$ cat src/rtl/bg_rom_arbiter.sv
// bg_rom_arbiter
// Shares one colour ROM read port between N_REQ requesters. Port 0 (VGA pixel
// fetch) has fixed top priority. Ports 1..N_REQ-1 share the remaining slots
// round-robin. A low-priority port that has waited MAX_WAIT cycles overrides
// port 0 for one grant. Responses come back in accept order, tagged by a
// one-hot rsp_valid, 1+ROM_LAT cycles after the accept.
module bg_rom_arbiter #(
    parameter int N_REQ    = 3,
    parameter int AW       = 17,
    parameter int DW       = 24,
    parameter int ROM_LAT  = 1,
    parameter int MAX_WAIT = 15
) (
    input  logic                  Clk,
    input  logic                  Reset_n,
    input  logic [N_REQ-1:0]      req_valid,
    input  logic [N_REQ*AW-1:0]   req_addr,
    output logic [N_REQ-1:0]      req_ready,
    output logic [AW-1:0]         rom_addr,
    input  logic [DW-1:0]         rom_data,
    output logic [N_REQ-1:0]      rsp_valid,
    output logic [DW-1:0]         rsp_data,
    output logic [N_REQ-1:0]      starve
);

    localparam int              WW      = $clog2(MAX_WAIT + 1);
    localparam int              PW      = (N_REQ > 2) ? $clog2(N_REQ) : 1;
    localparam logic [WW-1:0]   LP_MAX  = WW'(MAX_WAIT);
    localparam logic [PW-1:0]   LP_LAST = PW'(N_REQ - 1);
    localparam logic [PW-1:0]   LP_ONE  = PW'(1);
    localparam logic [PW-1:0]   LP_ZERO = PW'(0);

    // ------------------------------------------------------------------
    // State
    // ------------------------------------------------------------------
    logic [WW-1:0]      r_wait [N_REQ];
    logic [PW-1:0]      r_rr_ptr;
    logic [AW-1:0]      r_rom_addr;
    logic [N_REQ-1:0]   r_tag  [ROM_LAT+1];
    logic [DW-1:0]      r_rsp_data;
    logic [N_REQ-1:0]   r_starve;

    // ------------------------------------------------------------------
    // Combinational arbitration signals
    // ------------------------------------------------------------------
    logic               w_ovr_hit;
    logic [PW-1:0]      w_ovr_idx;
    logic               w_rr_hit;
    logic [PW-1:0]      w_rr_idx;
    int                 w_rr_k;
    logic               w_gnt_any;
    logic [PW-1:0]      w_gnt_idx;
    logic [N_REQ-1:0]   w_grant;
    logic [AW-1:0]      w_gnt_addr;
    logic [PW-1:0]      w_rr_ptr_nxt;
    logic [WW-1:0]      w_wait_nxt [N_REQ];

    // Starvation override: lowest-index low-priority port sitting at MAX_WAIT.
    always_comb begin
        w_ovr_hit = 1'b0;
        w_ovr_idx = LP_ZERO;
        // Scan downward so the lowest matching index is the last one written.
        for (int i = N_REQ - 1; i >= 1; i--) begin
            if (req_valid[i] && (r_wait[i] == LP_MAX)) begin
                w_ovr_hit = 1'b1;
                w_ovr_idx = PW'(i);
            end else begin
                w_ovr_hit = w_ovr_hit;
            end
        end
    end

    // Round-robin pick among ports 1..N_REQ-1, starting at the RR pointer.
    always_comb begin
        w_rr_hit = 1'b0;
        w_rr_idx = LP_ZERO;
        w_rr_k   = 0;
        for (int off = 0; off < N_REQ - 1; off++) begin
            // Wrap from N_REQ-1 back to 1; port 0 never takes part here.
            w_rr_k = int'(r_rr_ptr) + off;
            if (w_rr_k > N_REQ - 1) begin
                w_rr_k = w_rr_k - (N_REQ - 1);
            end else begin
                w_rr_k = w_rr_k;
            end
            if (!w_rr_hit && req_valid[PW'(w_rr_k)]) begin
                w_rr_hit = 1'b1;
                w_rr_idx = PW'(w_rr_k);
            end else begin
                w_rr_hit = w_rr_hit;
            end
        end
    end

    // Final grant: override, then port 0, then round-robin, else nothing.
    always_comb begin
        w_gnt_any = 1'b0;
        w_gnt_idx = LP_ZERO;
        if (w_ovr_hit) begin
            w_gnt_any = 1'b1;
            w_gnt_idx = w_ovr_idx;
        end else if (req_valid[0]) begin
            w_gnt_any = 1'b1;
            w_gnt_idx = LP_ZERO;
        end else if (w_rr_hit) begin
            w_gnt_any = 1'b1;
            w_gnt_idx = w_rr_idx;
        end else begin
            w_gnt_any = 1'b0;
            w_gnt_idx = LP_ZERO;
        end
        w_grant = w_gnt_any ? (N_REQ'(1) << w_gnt_idx) : N_REQ'(0);
    end

    assign w_gnt_addr = req_addr[int'(w_gnt_idx) * AW +: AW];
    assign req_ready  = w_grant;

    // Next RR pointer and per-port wait counters.
    always_comb begin
        w_rr_ptr_nxt = r_rr_ptr;
        // Only low-priority grants move the pointer; port 0 grants leave it alone.
        if (w_gnt_any && (w_gnt_idx != LP_ZERO)) begin
            w_rr_ptr_nxt = (w_gnt_idx == LP_LAST) ? LP_ONE : (w_gnt_idx + LP_ONE);
        end else begin
            w_rr_ptr_nxt = r_rr_ptr;
        end
        for (int i = 0; i < N_REQ; i++) begin
            w_wait_nxt[i] = WW'(0);
        end
        for (int i = 1; i < N_REQ; i++) begin
            // A grant or a dropped request restarts the count, so the same
            // port can never override on two consecutive cycles.
            if (!req_valid[i] || w_grant[i]) begin
                w_wait_nxt[i] = WW'(0);
            end else if (r_wait[i] != LP_MAX) begin
                w_wait_nxt[i] = r_wait[i] + WW'(1);
            end else begin
                w_wait_nxt[i] = r_wait[i];
            end
        end
    end

    // ROM address register: load the granted address, otherwise hold.
    always_ff @(posedge Clk or negedge Reset_n) begin
        if (!Reset_n) begin
            r_rom_addr <= AW'(0);
        end else if (w_gnt_any) begin
            r_rom_addr <= w_gnt_addr;
        end else begin
            r_rom_addr <= r_rom_addr;
        end
    end

    // Tag pipeline tracking which port owns each in-flight read.
    always_ff @(posedge Clk or negedge Reset_n) begin
        if (!Reset_n) begin
            for (int s = 0; s <= ROM_LAT; s++) begin
                r_tag[s] <= N_REQ'(0);
            end
        end else begin
            r_tag[0] <= w_grant & req_valid;
            for (int s = 1; s <= ROM_LAT; s++) begin
                r_tag[s] <= r_tag[s-1];
            end
        end
    end

    // Response data: capture ROM output as its tag reaches the pipe output.
    always_ff @(posedge Clk or negedge Reset_n) begin
        if (!Reset_n) begin
            r_rsp_data <= DW'(0);
        end else if (|r_tag[ROM_LAT-1]) begin
            r_rsp_data <= rom_data;
        end else begin
            r_rsp_data <= r_rsp_data;
        end
    end

    // Arbitration state: RR pointer, wait counters and registered starve flags.
    always_ff @(posedge Clk or negedge Reset_n) begin
        if (!Reset_n) begin
            r_rr_ptr <= LP_ONE;
            r_starve <= N_REQ'(0);
            for (int i = 0; i < N_REQ; i++) begin
                r_wait[i] <= WW'(0);
            end
        end else begin
            r_rr_ptr <= w_rr_ptr_nxt;
            r_starve[0] <= 1'b0;
            for (int i = 1; i < N_REQ; i++) begin
                r_starve[i] <= (w_wait_nxt[i] == LP_MAX);
            end
            for (int i = 0; i < N_REQ; i++) begin
                r_wait[i] <= w_wait_nxt[i];
            end
        end
    end

    assign rom_addr  = r_rom_addr;
    assign rsp_valid = r_tag[ROM_LAT];
    assign rsp_data  = r_rsp_data;
    assign starve    = r_starve;

endmodule

$ cat config.mk
export PLATFORM = sky130hd
export DESIGN_NAME = bg_rom_arbiter
export DESIGN_NICKNAME = d
export VERILOG_FILES = /design/src/rtl/bg_rom_arbiter.sv
export SDC_FILE = /design/constraint.sdc
export NUM_CORES = 1
export LEC_CHECK = 0
export ABC_AREA = 0
export CELL_PAD_IN_SITES_DETAIL_PLACEMENT = 0
export CELL_PAD_IN_SITES_GLOBAL_PLACEMENT = 1
export CORE_UTILIZATION = 30
export DETAILED_ROUTE_END_ITERATION = 7
export PLACE_DENSITY = 0.85
export SLEW_MARGIN = 40
export SYNTH_ARGS = -nofsm -noshare
export SYNTH_HDL_FRONTEND = slang
export SYNTH_SLANG_ARGS = --single-unit
$ cat constraint.sdc
create_clock -name Clk -period 2.1 [get_ports Clk]
set_clock_uncertainty 0.15 [all_clocks]
set_input_delay 0.21 -clock Clk [delete_from_list [all_inputs] [get_ports Clk]]
set_output_delay 0.21 -clock Clk [all_outputs]
set_load 0.005 [all_outputs]
==> impl_metrics.csv, run 1 <==
group,metric,value,unit
die,die_x,96.5,µm
final_layout,antenna-diode-count,0,
global_routing,grt_max_degree,60,
yosys,ys_ff_latch,59,
routing,antenna_left,0,
final_layout,final_area,0.00440,mm²
final_layout,regArea,0.00148,mm²
routing,drc,0,
critical_path,rr_worst_depth,7,
cts,cts_buffers,9,
sta,fin_crit,2.01,ns
yosys,syn_nets,318,
global_routing,grt_pass1_vias,2291,
final_layout,synthToLayoutAreaGrowth,64.4,%
sta,maxSlewViolCount,0,
yosys,seq_area_frac_synth,55.2,%
placement,dp_cells,481,
final_layout,num-fill-cells,797,
sta,whs,0.256,ns
cts,cts.sinks,59,
critical_path,cp.arrival,2.07,ns
yosys,synth_ff_type,"dfrtp_1",
final_layout,final_cells,499,
power,p_total,3.81,mW
yosys,syn_avg_cell_area,11.3,µm²
yosys,syn_area,0.00268,mm²
cts,h-tree-depth,3,
sta,setup_viol,0,
run_status,outcome,"finished clean",
critical_path,worst-path-max-fanout,9,
routing,vias,2394,
global_routing,grt_pass1_wl,10500,µm
critical_path,cp-start-kind,"register",
placement,preCtsSetupSlack,-0.189,ns
power,ir_drop,0.000335,V
power,p_per_area,866,mW/mm²
placement,place_area,0.00419,mm²
yosys,netlist_instances,236,
routing,routed_wirelength,7220,µm
sta,finalWorstSetupSlack,0.0883,ns
placement,dp_hpwl,5270,µm
die,start_util,30.9,%
routing,first_iter_violations,61,
critical_path,setup.worst_path.end_class,"register",
yosys,yosysTopAreaCellShare,54.2,%
cts,root_buffer,"clkbuf_8",
die,coreArea,0.00868,mm²
power,leakage,1.88,nW
routing,wl_per_cell,14.5,µm
placement,gp_congestion,0.765,
cts,path_clk_slew,0.08,ns
yosys,synth_edf_count,0,
global_routing,antenna_found_initial,0,
sta,fmaxAchievable,497,MHz
final_layout,multi_input_area,0.00109,mm²
global_routing,gr-total-overflow,0,
placement,io_buffers,128,
cts,cts_tree,"done",
yosys,yosysTopAreaCell,"dfrtp_1",
hold_path,min_path_type,"input port to asynchronous set/reset pin",
cts,clk_path_buf_depth,2,
die,die_y,96.5,µm
routing,viasPerCell,4.80,
routing,drt_first_pass_iters,4,
die,io_pins,130,
sta,final-hold-violation-count,0,
critical_path,crit_required,2.16,ns
final_layout,nNetsFinal,468,
sta,finalCritPeriodShare,95.8,%
final_layout,drive_gt1_share,21.2,%
yosys,ys_async_sr_fraction,100,%
critical_path,crit_type,"register to register",
cts,clk_latency,0.33,ns
yosys,ys_warn_count,0,
yosys,ys_types,41,
die,rows,34,
global_routing,grt_usage,15.2,%
yosys,synthTopCellsByArea,"dfrtp_1, mux2_2, a221o_1",
flow_run,max_cap_violations,0,
die,die_area,0.00931,mm²
## worst max-delay path, cell delays in order (launching register included)
cell and delay [ns]:
dfstp_2 0.57, nor2b_1 0.08, a211o_1 0.31, nand4_1 0.13, buf_4 0.12, buf_4 0.16, o21ai_1 0.09, a221o_1 0.27
## stage by stage
| stage | TNS, ns | utilization (%) |
|---|---|---|
| after detailed placement | -1.82 | 48.3 |
| final | 0 | 50.7 |
| after global placement | -1.58 | 48.3 |
| after floorplan | 0 | - |
| after global routing | -0.00123 | 50.7 |
| after CTS | -0.0543 | 50.6 |
## flip-flops by register name, indices dropped and copies added (netlist names)
register   count
r_tag          3
starve         2
rsp_data      24
r_rr_ptr       2
r_wait         8
rsp_valid      3
rom_addr      17
## kinds of logic (layout without fill, tap and decap cells)
kind of cell	Yosys count	count (layout)	share of synthesized area (%)
AND/OR/NAND/NOR	73	73	13.6
buffers and inverters	20	175	4.86
XOR/XNOR	3	3	0.981
other	1	1	0.140
multiplexers	24	24	10.1
AO/OA/AOI/OAI	54	54	14.2
adder cells (fa/ha/maj)	2	2	0.934
flip-flops	59	59	55.2
## synthesized netlist by cell type, drive strengths merged (4+ instances only)
cell type / count
a21oi: 5
a221o: 17
buf: 16
dfrtp: 58
inv: 4
mux2: 24
nand2: 37
nand3: 4
nor2: 9
nor2b: 4
nor3: 4
o21ai: 26
## worst paths after layout
check,to,from,slack [ns]
worst min-delay path,rsp_data[7]$_DFFE_PN0P_,Reset_n,0.26
min in group Clk,rsp_valid[0]$_DFF_PN0_,r_tag[3]$_DFF_PN0_,0.30
max in group asynchronous,r_rr_ptr[0]$_DFFE_PN1P_,Reset_n,1.23
worst max register to register,rom_addr[12]$_DFFE_PN0N_,r_rr_ptr[0]$_DFFE_PN1P_,0.09
worst max-delay path,rom_addr[12]$_DFFE_PN0N_,r_rr_ptr[0]$_DFFE_PN1P_,0.09
worst min register to register,rsp_valid[0]$_DFF_PN0_,r_tag[3]$_DFF_PN0_,0.30
## cell usage in the layout, fill, tap and decap left out, types with 4 or more instances in the layout
cell / netlist / layout
o21ai_1: 19 / 18
buf_4: 9 / 24
mux2_2: 24 / 24
nand2_1: 37 / 36
a221o_1: 17 / 17
nor2b_1: 4 / 4
dfrtp_1: 58 / 58
nor2_1: 9 / 9
clkdlybuf4s50_1: 0 / 124
o21ai_0: 6 / 6
clkbuf_8: 0 / 9
## metal layers
metal	track usage [%]	vias up	routed length, µm
met5	0	-	0
li1	-	1140	-
met1	17.3	1143	2940
met3	5.63	7	679
met2	25.4	104	3520
met4	6.50	0	77
## final cells by class
cell class                 count  area share [%]
timing repair buffer         155            34.0
clock buffer                   9            2.81
multi-input combinational    157            24.7
inverter                       4           0.341
tap                          108            3.07
sequential                    59            33.6
clock inverter                 7            1.56
## power by group
group / internal [mW] / switching (mW)
Clock: 0.543 / 0.468
Combinational: 0.817 / 0.458
Sequential: 1.38 / 0.141
Total: 2.74 / 1.07
## repair_timing
| action | 4_1_cts | 5_1_grt |
|---|---|---|
| pin swaps | 1 | 2 |
| endpoints found under the setup margin | 3 | 3 |
| setup buffers | 0 | 1 |
| hold buffers | 1 | 0 |
| endpoints found under the hold margin | 58 | 0 |
| resized for setup | 6 | 6 |
Note: power is estimated with default switching activity, not from simulation.
==> run 2: changes to the inputs <==
CTS_BUF_LIST = sky130_fd_sc_hd__clkbuf_4 sky130_fd_sc_hd__clkbuf_8 sky130_fd_sc_hd__clkbuf_16   (was default)
==> results of run 2 <==
Final layout, timing and power as in run 1 (identical DEF).
==> run 3: changes to the inputs <==
CTS_CLUSTER_DIAMETER = 40   (was default)
HOLD_SLACK_MARGIN = 0.15   (was default)
SLEW_MARGIN = default   (was 40)
==> results of run 3 <==
Final layout, timing and power as in run 1 (identical DEF).
